==> src/rtl/alu_seq_if.sv <==
// Operation request / result bundle for alu_seq.
// in_valid/in_ready: an op transfers on a rising edge where both are 1; out_valid is a one-cycle pulse with no backpressure.
interface alu_seq_if #(
  parameter int WIDTH = 32
);
  logic             in_valid;
  logic             in_ready;
  logic [3:0]       aluCON;
  logic [WIDTH-1:0] In1;
  logic [WIDTH-1:0] In2;
  logic             out_valid;
  logic [WIDTH-1:0] result;
  logic [WIDTH-1:0] hi;
  logic [WIDTH-1:0] lo;
  logic             zero;
  logic             ov;
  logic             div_by_zero;

  modport master (
    output in_valid, aluCON, In1, In2,
    input  in_ready, out_valid, result, hi, lo, zero, ov, div_by_zero
  );

  modport slave (
    input  in_valid, aluCON, In1, In2,
    output in_ready, out_valid, result, hi, lo, zero, ov, div_by_zero
  );
endinterface

==> src/rtl/alu_seq.sv <==
// Sequential ALU: single-cycle logic/arith ops, WIDTH-cycle shift-add multiply
// and restoring divide, with hi/lo result registers.
module alu_seq #(
  parameter int WIDTH = 32
) (
  input  logic        clk,
  input  logic        rst,
  alu_seq_if.slave    bus,
  output logic [1:0]  state_o
);

  localparam int SHW = $clog2(WIDTH);
  localparam logic [WIDTH-1:0] MIN_VAL  = {1'b1, {(WIDTH-1){1'b0}}};
  localparam logic [SHW-1:0]   LAST_CNT = SHW'(WIDTH - 1);

  typedef enum logic [1:0] {
    S_IDLE = 2'd0,
    S_MUL  = 2'd1,
    S_DIV  = 2'd2,
    S_DONE = 2'd3
  } state_t;

  state_t state_q, state_d;

  logic [3:0]       op;
  logic [WIDTH-1:0] a, b;
  logic             accept, is_signed, a_neg, b_neg, last;
  logic [WIDTH-1:0] mag_a, mag_b;
  logic [SHW-1:0]   shamt;

  logic [WIDTH-1:0]   result_q, result_d, hi_q, hi_d, lo_q, lo_d;
  logic [WIDTH-1:0]   mcand_q, mcand_d, rem_q, rem_d, quo_q, quo_d;
  logic [2*WIDTH-1:0] prod_q, prod_d;
  logic [SHW-1:0]     cnt_q, cnt_d;
  logic               zero_q, zero_d, ov_q, ov_d, dbz_q, dbz_d;
  logic               neg_q, neg_d, rneg_q, rneg_d, pend_ov_q, pend_ov_d;

  logic [WIDTH-1:0]   sum, diff, alu_res;
  logic               alu_ov;
  logic [WIDTH:0]     mul_sum, div_shift, div_trial;
  logic [2*WIDTH-1:0] mul_next, product;
  logic [WIDTH-1:0]   quo_next, rem_next, quo_fix, rem_fix;

  assign op        = bus.aluCON;
  assign a         = bus.In1;
  assign b         = bus.In2;
  assign shamt     = b[SHW-1:0];
  assign accept    = (state_q == S_IDLE) && bus.in_valid;
  assign is_signed = (op == 4'hB) || (op == 4'hD);
  assign a_neg     = is_signed && a[WIDTH-1];
  assign b_neg     = is_signed && b[WIDTH-1];
  assign mag_a     = a_neg ? -a : a;
  assign mag_b     = b_neg ? -b : b;
  assign last      = (cnt_q == LAST_CNT);

  always_ff @(posedge clk or posedge rst) begin
    if (rst) state_q <= S_IDLE;
    else     state_q <= state_d;
  end

  always_comb begin
    state_d = state_q;
    case (state_q)
      S_IDLE: begin
        if (accept) begin
          case (op)
            4'hB, 4'hC: state_d = S_MUL;
            4'hD, 4'hE: state_d = (b == '0) ? S_DONE : S_DIV;
            default:    state_d = S_DONE;
          endcase
        end
      end
      S_MUL:   if (last) state_d = S_DONE;
      S_DIV:   if (last) state_d = S_DONE;
      S_DONE:  state_d = S_IDLE;
      default: state_d = S_IDLE;
    endcase
  end

  // Single-cycle ops; the reserved opcode falls through to a zero result.
  always_comb begin
    sum     = a + b;
    diff    = a - b;
    alu_res = '0;
    alu_ov  = 1'b0;
    case (op)
      4'h0: begin
        alu_res = sum;
        alu_ov  = (a[WIDTH-1] == b[WIDTH-1]) && (sum[WIDTH-1] != a[WIDTH-1]);
      end
      4'h1: begin
        alu_res = diff;
        alu_ov  = (a[WIDTH-1] != b[WIDTH-1]) && (diff[WIDTH-1] != a[WIDTH-1]);
      end
      4'h2:    alu_res = a & b;
      4'h3:    alu_res = a | b;
      4'h4:    alu_res = a ^ b;
      4'h5:    alu_res = ~(a | b);
      4'h6:    alu_res = a << shamt;
      4'h7:    alu_res = a >> shamt;
      4'h8:    alu_res = $signed(a) >>> shamt;
      4'h9:    alu_res = {{(WIDTH-1){1'b0}}, ($signed(a) < $signed(b))};
      4'hA:    alu_res = {{(WIDTH-1){1'b0}}, (a < b)};
      default: alu_res = '0;
    endcase
  end

  // One multiply / divide step on magnitudes; sign fix-up applied to the step's output.
  always_comb begin
    mul_sum   = {1'b0, prod_q[2*WIDTH-1:WIDTH]} + (prod_q[0] ? {1'b0, mcand_q} : '0);
    mul_next  = {mul_sum, prod_q[WIDTH-1:1]};
    product   = neg_q ? -mul_next : mul_next;
    div_shift = {rem_q, quo_q[WIDTH-1]};
    div_trial = div_shift - {1'b0, mcand_q};
    rem_next  = div_trial[WIDTH] ? div_shift[WIDTH-1:0] : div_trial[WIDTH-1:0];
    quo_next  = {quo_q[WIDTH-2:0], ~div_trial[WIDTH]};
    quo_fix   = neg_q ? -quo_next : quo_next;
    rem_fix   = rneg_q ? -rem_next : rem_next;
  end

  always_comb begin
    result_d  = result_q;
    hi_d      = hi_q;
    lo_d      = lo_q;
    zero_d    = zero_q;
    ov_d      = ov_q;
    dbz_d     = dbz_q;
    mcand_d   = mcand_q;
    rem_d     = rem_q;
    quo_d     = quo_q;
    prod_d    = prod_q;
    cnt_d     = cnt_q;
    neg_d     = neg_q;
    rneg_d    = rneg_q;
    pend_ov_d = pend_ov_q;
    case (state_q)
      S_IDLE: begin
        if (accept) begin
          cnt_d     = '0;
          neg_d     = a_neg ^ b_neg;
          rneg_d    = a_neg;
          pend_ov_d = (op == 4'hD) && (a == MIN_VAL) && (b == '1);
          case (op)
            4'hB, 4'hC: begin
              mcand_d = mag_a;
              prod_d  = {{WIDTH{1'b0}}, mag_b};
            end
            4'hD, 4'hE: begin
              if (b == '0) begin
                result_d = '1;
                lo_d     = '1;
                hi_d     = a;
                zero_d   = 1'b0;
                ov_d     = 1'b0;
                dbz_d    = 1'b1;
              end else begin
                mcand_d = mag_b;
                quo_d   = mag_a;
                rem_d   = '0;
              end
            end
            default: begin
              result_d = alu_res;
              zero_d   = (alu_res == '0);
              ov_d     = alu_ov;
              dbz_d    = 1'b0;
            end
          endcase
        end
      end
      S_MUL: begin
        cnt_d  = cnt_q + SHW'(1);
        prod_d = mul_next;
        if (last) begin
          hi_d     = product[2*WIDTH-1:WIDTH];
          lo_d     = product[WIDTH-1:0];
          result_d = product[WIDTH-1:0];
          zero_d   = (product[WIDTH-1:0] == '0);
          ov_d     = 1'b0;
          dbz_d    = 1'b0;
        end
      end
      S_DIV: begin
        cnt_d = cnt_q + SHW'(1);
        rem_d = rem_next;
        quo_d = quo_next;
        if (last) begin
          hi_d     = rem_fix;
          lo_d     = quo_fix;
          result_d = quo_fix;
          zero_d   = (quo_fix == '0);
          ov_d     = pend_ov_q;
          dbz_d    = 1'b0;
        end
      end
      default: ;
    endcase
  end

  always_ff @(posedge clk or posedge rst) begin
    if (rst) begin
      result_q  <= '0;
      hi_q      <= '0;
      lo_q      <= '0;
      zero_q    <= 1'b0;
      ov_q      <= 1'b0;
      dbz_q     <= 1'b0;
      mcand_q   <= '0;
      rem_q     <= '0;
      quo_q     <= '0;
      prod_q    <= '0;
      cnt_q     <= '0;
      neg_q     <= 1'b0;
      rneg_q    <= 1'b0;
      pend_ov_q <= 1'b0;
    end else begin
      result_q  <= result_d;
      hi_q      <= hi_d;
      lo_q      <= lo_d;
      zero_q    <= zero_d;
      ov_q      <= ov_d;
      dbz_q     <= dbz_d;
      mcand_q   <= mcand_d;
      rem_q     <= rem_d;
      quo_q     <= quo_d;
      prod_q    <= prod_d;
      cnt_q     <= cnt_d;
      neg_q     <= neg_d;
      rneg_q    <= rneg_d;
      pend_ov_q <= pend_ov_d;
    end
  end

  assign bus.in_ready    = (state_q == S_IDLE);
  assign bus.out_valid   = (state_q == S_DONE);
  assign bus.result      = result_q;
  assign bus.hi          = hi_q;
  assign bus.lo          = lo_q;
  assign bus.zero        = zero_q;
  assign bus.ov          = ov_q;
  assign bus.div_by_zero = dbz_q;
  assign state_o         = state_q;

endmodule

==> src/flat_wrapper.sv <==
// flat-port wrapper written by rule: the top's interface ports become plain ports
module alu_seq_flat 
#(
  parameter int WIDTH = 32
)
  (clk, rst, state_o, bus_in_valid, bus_aluCON, bus_In1, bus_In2, bus_in_ready, bus_out_valid, bus_result, bus_hi, bus_lo, bus_zero, bus_ov, bus_div_by_zero);
  alu_seq_if #(.WIDTH(WIDTH)) bus_i ();
  input  logic clk;
  input  logic rst;
  output logic [1:0] state_o;
  input wire logic [$bits(bus_i.in_valid)-1:0] bus_in_valid;
  input wire logic [$bits(bus_i.aluCON)-1:0] bus_aluCON;
  input wire logic [$bits(bus_i.In1)-1:0] bus_In1;
  input wire logic [$bits(bus_i.In2)-1:0] bus_In2;
  output wire logic [$bits(bus_i.in_ready)-1:0] bus_in_ready;
  output wire logic [$bits(bus_i.out_valid)-1:0] bus_out_valid;
  output wire logic [$bits(bus_i.result)-1:0] bus_result;
  output wire logic [$bits(bus_i.hi)-1:0] bus_hi;
  output wire logic [$bits(bus_i.lo)-1:0] bus_lo;
  output wire logic [$bits(bus_i.zero)-1:0] bus_zero;
  output wire logic [$bits(bus_i.ov)-1:0] bus_ov;
  output wire logic [$bits(bus_i.div_by_zero)-1:0] bus_div_by_zero;
  assign bus_i.in_valid = bus_in_valid;
  assign bus_i.aluCON = bus_aluCON;
  assign bus_i.In1 = bus_In1;
  assign bus_i.In2 = bus_In2;
  assign bus_in_ready = bus_i.in_ready;
  assign bus_out_valid = bus_i.out_valid;
  assign bus_result = bus_i.result;
  assign bus_hi = bus_i.hi;
  assign bus_lo = bus_i.lo;
  assign bus_zero = bus_i.zero;
  assign bus_ov = bus_i.ov;
  assign bus_div_by_zero = bus_i.div_by_zero;
  alu_seq #(.WIDTH(WIDTH)) u_core (.clk(clk), .rst(rst), .bus(bus_i), .state_o(state_o));
endmodule
==> config.mk <==
export PLATFORM = sky130hd
export DESIGN_NAME = alu_seq_flat
export DESIGN_NICKNAME = d
export VERILOG_FILES = /design/src/rtl/alu_seq_if.sv /design/src/rtl/alu_seq.sv /design/src/flat_wrapper.sv
export SDC_FILE = /design/constraint.sdc
export NUM_CORES = 2
export LEC_CHECK = 0
export ABC_AREA = 1
export BUFFER_PORTS_ARGS = -buffer_cell sky130_fd_sc_hd__buf_2
export CELL_PAD_IN_SITES_DETAIL_PLACEMENT = 0
export CELL_PAD_IN_SITES_GLOBAL_PLACEMENT = 2
export CORE_ASPECT_RATIO = 0.9
export CORE_MARGIN = 5
export CORE_UTILIZATION = 30
export CTS_BUF_LIST = sky130_fd_sc_hd__clkbuf_8
export DETAILED_ROUTE_END_ITERATION = 16
export PLACE_DENSITY = 0.72
export SYNTH_ARGS = -nofsm -noshare
export SYNTH_HDL_FRONTEND = slang
export SYNTH_SLANG_ARGS = --single-unit
==> constraint.sdc <==
create_clock -name clk -period 14.8 [get_ports clk]
set_input_delay 0.74 -clock clk [delete_from_list [all_inputs] [get_ports clk]]
set_output_delay 0.74 -clock clk [all_outputs]
set_load 0.1 [all_outputs]
### Yosys cells after proc, flatten, opt, wreduce, memory -nomap -nowiden

Cells that the tools add are included.
Widths: inputs -> output; s select.

* multiplexer cells: 59
* shift-type cells: 3
* equality and inequality tests: 35
* reduce and logical (&&, ||, !) cells: 31
* bitwise logic cells: 6
* magnitude comparators: 2
* $add $sub $neg: 10

Operators by type and width (count)
* $mux 32: 24
* $pmux 32 s11: 1
* $pmux 32 s3: 3
* $pmux 32 s2: 4
* $mux 64: 3
* $logic_not 32->1: 4
* $neg 32->32: 4
* $pmux 64 s2: 1
* $eq 32x32->1 const B: 2
* $lt 32x32->1: 2
* $neg 64->64: 1
* $add 32x33->33: 1
* $sub 33x32->33: 1
* $add 32x32->32: 1
* $and 32x32->32: 1
* $not 32->32: 1
* $or 32x32->32: 1
* $shl 32x5->32: 1
* $shr 32x5->32: 1
* $sshr 32x5->32: 1
* $sub 32x32->32: 1
* $xor 32x32->32: 1
* $eq 4x4->1 const B: 7
* $eq 4x3->1 const B: 4
* other kinds (33): 75

* register bits after elaboration: 269
* word-level logic and storage cells: 161
* output and inout port bits: 103
* input port bits: 71

### Longest topological paths before layout

* depth in word-level cells: 8
* depth in mapped cells: 35
* gate-level depth less buffers: 33

### Least setup slack after synthesis

Ideal clock, no wire load.

* path kind: flip-flop to flip-flop
* from: reg u_core.quo_q[31]
* to: reg u_core.zero_q (netlist: u_core.bus.zero)
* data required time: 14.722 ns
* buffers on the path: 2
* slack: 10.953 ns
* cell stages (with the launch flop): 34
* data arrival time: 3.769 ns
* library setup time: 0.078 ns
* period minus slack after synthesis: 3.847 ns
* cells stage by stage: dfrtp_1 > inv_1 > ha_1 > inv_1 > fa_1 > nand3_1 > nand3_2 > nand2_1 > nand2_2 > nand2_1 > nand2_2 > nand2_2 > nand3_1 > nand2_2 > buf_6 > buf_4 > ha_1 > inv_1 > nor2_1 > nand3_1 > nor2_1 > nand2_1 > nor2_1 > nand2_1 > nand2_1 > xor2_1 > nand3_1 > nor2_1 > nand2_1 > nor2_1 > nand3_1 > nand2_1 > nand2_1 > a21oi_1

* word-level cells in the longest chain between the ends: 7

Ends and longest elaborated chain
* start, declared: RTL line alu_seq.sv:32 `logic [WIDTH-1:0] mcand_q, mcand_d, rem_q, rem_d, quo_q, quo_d;`
* start signal, assigned: RTL line alu_seq.sv:225 `quo_q <= quo_d;`
* $sub 33x32->33 (*): RTL line alu_seq.sv:114 `div_trial = div_shift - {1'b0, mcand_q};`
* $not 1->1 (*): RTL line alu_seq.sv:116 `quo_next = {quo_q[WIDTH-2:0], ~div_trial[WIDTH]};`
* $neg 32->32: RTL line alu_seq.sv:117 `quo_fix = neg_q ? -quo_next : quo_next;`
* $mux 32 (*): RTL line alu_seq.sv:117
* $logic_not 32->1 (*): RTL line alu_seq.sv:191 `zero_d = (quo_fix == '0);`
* $mux 1 (*): RTL line alu_seq.sv:187 `if (last) begin`
* $pmux 1 s3 (*): RTL line alu_seq.sv:136 `case (state_q)`
* end signal, assigned: RTL line alu_seq.sv:220 `zero_q <= zero_d;`
* end, declared: RTL line alu_seq.sv:35 `logic zero_q, zero_d, ov_q, ov_d, dbz_q, dbz_d;`

Every way passes the cells marked *; elsewhere a longest branch is shown, timed or not. The select of a mux whose other input is x is not followed.
A chain may end at the register's enable or synchronous reset.

### Final worst setup path

Ends and elaborated chain as after synthesis.

==> results.cfg <==
[detailed_routing]
vias_per_cell = 5.51
firstDrtPassIters = 6
drc = 0
wl_per_cell_microns = 27.3
vias = 39500
top_layer_used = met5
drt_iter0_drc = 4317
routed-wl-met3_microns = 15100
met2_length_microns = 83800
ant_nets = 0
drt-total-wl_microns = 195000
wl_met1_microns = 84600

[status]
status = complete, no violations

[power]
p_leak_uw = 0.0186
power_frac_comb_pct = 76.0
switchingPower_uw = 6130
total_power_uw = 9420
p_seq_share_pct = 14.5
p_per_area_nw_per_um2 = 262
p_clk_share_pct = 9.5
swShare_pct = 65.1
ir_worst_vdd_uv = 251
p_int_uw = 3290

[timing]
fin_skew_ps = 51.4
final.setup.tns_ps = 0
worstMarginPinSlew_ps = 1390
grt_setup_unrepaired = no
drv_slew = 0
max_freq_ghz = 0.202
hold_ws_ps = 144
period_needed_ps = 4940
hold_violations = 0
finalSetupViolCount = 0
finalCritPeriodShare_pct = 33.4
relSlewSlack_pct = 6.68

[cells_and_area]
drive_gt1_share_pct = 7.30
mostFrequentLayoutCells = 1806 x nand2_1, 668 x inv_1, 604 x nand3_1, 564 x nor2_1, 300 x o21ai_0
area_delta_synth_final_pct = 10.8
layout_commonest_cell = nand2_1
fin_nets = 5918
n_fill_cell = 12400

[cts]
cts_tree = yes
htreeDepth = 2
cts_root_buffer = clkbuf_8
clock_path_buffers = 3
cts_num_sinks = 269
clk_pin_slew_ps = 60
cts_hold_buffers = 0
insertion_delay_ps = 730
cts_buffers = 54
postCtsSetupBuffers = 0
cts_resized = 0

[setup_path]
r2r_end = u_core.bus.zero$_DFFE_PP0P_
rr_worst_depth = 32
worstReg2RegStart = u_core.quo_q[31]$_DFFE_PP0P_
path_max_fanout = 24
crit_slowest_cell = fa_1
slowest_delay_ps = 420
worstSetupEndpointType = flop
critPathLaunchType = flop
cp_data_arrival_time_ps = 5580
cp_common_cell = nand2_1
path_class = flop to flop
regToRegSetupSlack_ps = 9860
worstPathRequired_ps = 15440

[yosys]
yosysTopAreaCell = nand2_1
synth_ff_type = dfrtp_1
synthArstFlopShare_pct = 100
syn_inst = 5595
synth_area_per_cell_sq_um = 5.79
yosys.area.top_type_share_pct = 20.9
yosys-top-cells-area = nand2_1 21%, dfrtp_1 21%, nand3_1 9.3%
yosys_register_bits = 269
synth_warnings = 0
ys_seq_area_share_pct = 20.8
synth_nets = 5845
synth_cell_types = 63
synth_edf_count = 0
syn_area_sq_um = 32400

[floorplanning]
row_count = 114
die_y_microns = 322
num_io_pins = 174
start_util_pct = 30.2
die_x_microns = 356
dieArea_sq_um = 115000
core_area_sq_um = 107000

[global_route]
antenna_found_initial = 18
first_global_vias = 37300
grt_usage_pct = 32.8
grt_pass1_wl_microns = 273000
overflow = 0
grt_max_degree = 88

[hold_path]
worstHoldPathType = primary input to async pin

[place]
io_buffer_count = 173
dp_hpwl_microns = 161000
routabilityCongestion = 1.02

[run]
drv_cap = 0
## cell usage after synthesis, types with 45 or more instances
library cell,instances
a21oi_1,266
clkbuf_1,145
dfrtp_1,269
ha_1,175
inv_1,660
nand2_1,1808
nand3_1,605
nand4_1,85
nor2_1,566
nor3_1,67
o21ai_0,300
o221ai_1,45
o22ai_1,72
xor2_1,113
## state kept, by name (all words and copies together), names as in the netlist
| name | flops |
|---|---|
| u_core.bus.ov | 1 |
| u_core.quo_q | 32 |
| u_core.bus.zero | 1 |
| u_core.mcand_q | 32 |
| u_core.bus.result | 32 |
| u_core.cnt_q | 5 |
| u_core.bus.div_by_zero | 1 |
| u_core.prod_q | 64 |
| u_core.bus.hi | 32 |
| u_core.pend_ov_q | 1 |
| u_core.rem_q | 32 |
| u_core.neg_q | 1 |
| u_core.bus.lo | 32 |
| u_core.rneg_q | 1 |
| u_core.state_o | 2 |
## metal layers
| metal | up-vias | global-route usage, % |
|---|---|---|
| met5 | - | 0 |
| met4 | 6 | 16.7 |
| met3 | 340 | 5.63 |
| met2 | 1711 | 50.2 |
| met1 | 19000 | 44.4 |
| li1 | 18500 | - |
## how the worst max path moves through the flow
stage / start / cells after the start / slack (ps) / end
floorplan: rst / 1 / 6650 / u_core.bus.div_by_zero$_DFFE_PP0P_
global placement: bus_In2[4] / 20 / 9600 / u_core.bus.zero$_DFFE_PP0P_
detailed placement: bus_In2[4] / 20 / 9610 / u_core.bus.zero$_DFFE_PP0P_
CTS: u_core.prod_q[0]$_DFFE_PP0P_ / 26 / 9870 / u_core.bus.hi[23]$_DFFE_PP0P_
global route: u_core.quo_q[31]$_DFFE_PP0P_ / 32 / 9440 / u_core.bus.zero$_DFFE_PP0P_
finish: u_core.quo_q[31]$_DFFE_PP0P_ / 32 / 9860 / u_core.bus.zero$_DFFE_PP0P_
## stage by stage
| stage | worst slack [ps] | instances | instance area [sq um] | util [%] |
|---|---|---|---|---|
| 2_1_floorplan | 6650 | 5595 | 32400 | - |
| 3_5_place_dp | 9610 | 7062 | 34700 | 32.3 |
| 5_1_grt | 9440 | 7162 | 35900 | 33.5 |
| 4_1_cts | 9870 | 7161 | 35900 | 33.5 |
| 6_report | 9860 | 7168 | 35900 | 33.5 |
| 3_3_place_gp | 9600 | 7062 | 34700 | 32.3 |
## cell type report
cell class / instances / area, sq um / area share [%]
clock inverter: 26 / 223 / 0.620
tap: 1450 / 1810 / 5.05
multi-input combinational: 4430 / 22200 / 61.9
clock buffer: 73 / 1000 / 2.80
sequential: 269 / 6730 / 18.7
antenna: 7 / 17.5 / 0.0488
inverter: 681 / 2560 / 7.14
timing repair buffer: 232 / 1310 / 3.64
## critical path, delay by kind of cell, from the launching register on
family	cells	cell delay (ps)
AO/OA/AOI/OAI	1	110
XOR/XNOR	1	220
buffers and inverters	4	590
adder cells (fa/ha/maj)	3	860
AND/OR/NAND/NOR	23	2660
flip-flops	1	410
## power by group through the flow
stage | Combinational [uW] | Sequential (uW) | Clock (uW)
2_1_floorplan | 3920 | 2210 | 0
3_3_place_gp | 7070 | 1370 | 0
3_5_place_dp | 7050 | 1370 | 0
4_1_cts | 7080 | 1360 | 916
5_1_grt | 7740 | 1400 | 944
6_report | 7160 | 1360 | 895
## cell families (layout without fill, tap and decap cells)
family / count (synthesis) / in the layout / share of synthesized area (%)
other: 0 / 7 / 0
AO/OA/AOI/OAI: 870 / 870 / 15.7
multiplexers: 4 / 4 / 0.124
adder cells (fa/ha/maj): 179 / 179 / 7.00
buffers and inverters: 896 / 1012 / 10.7
flip-flops: 269 / 269 / 20.8
XOR/XNOR: 138 / 138 / 3.73
AND/OR/NAND/NOR: 3239 / 3239 / 42.0
No activity file was read; power rests on OpenSTA's default activity.
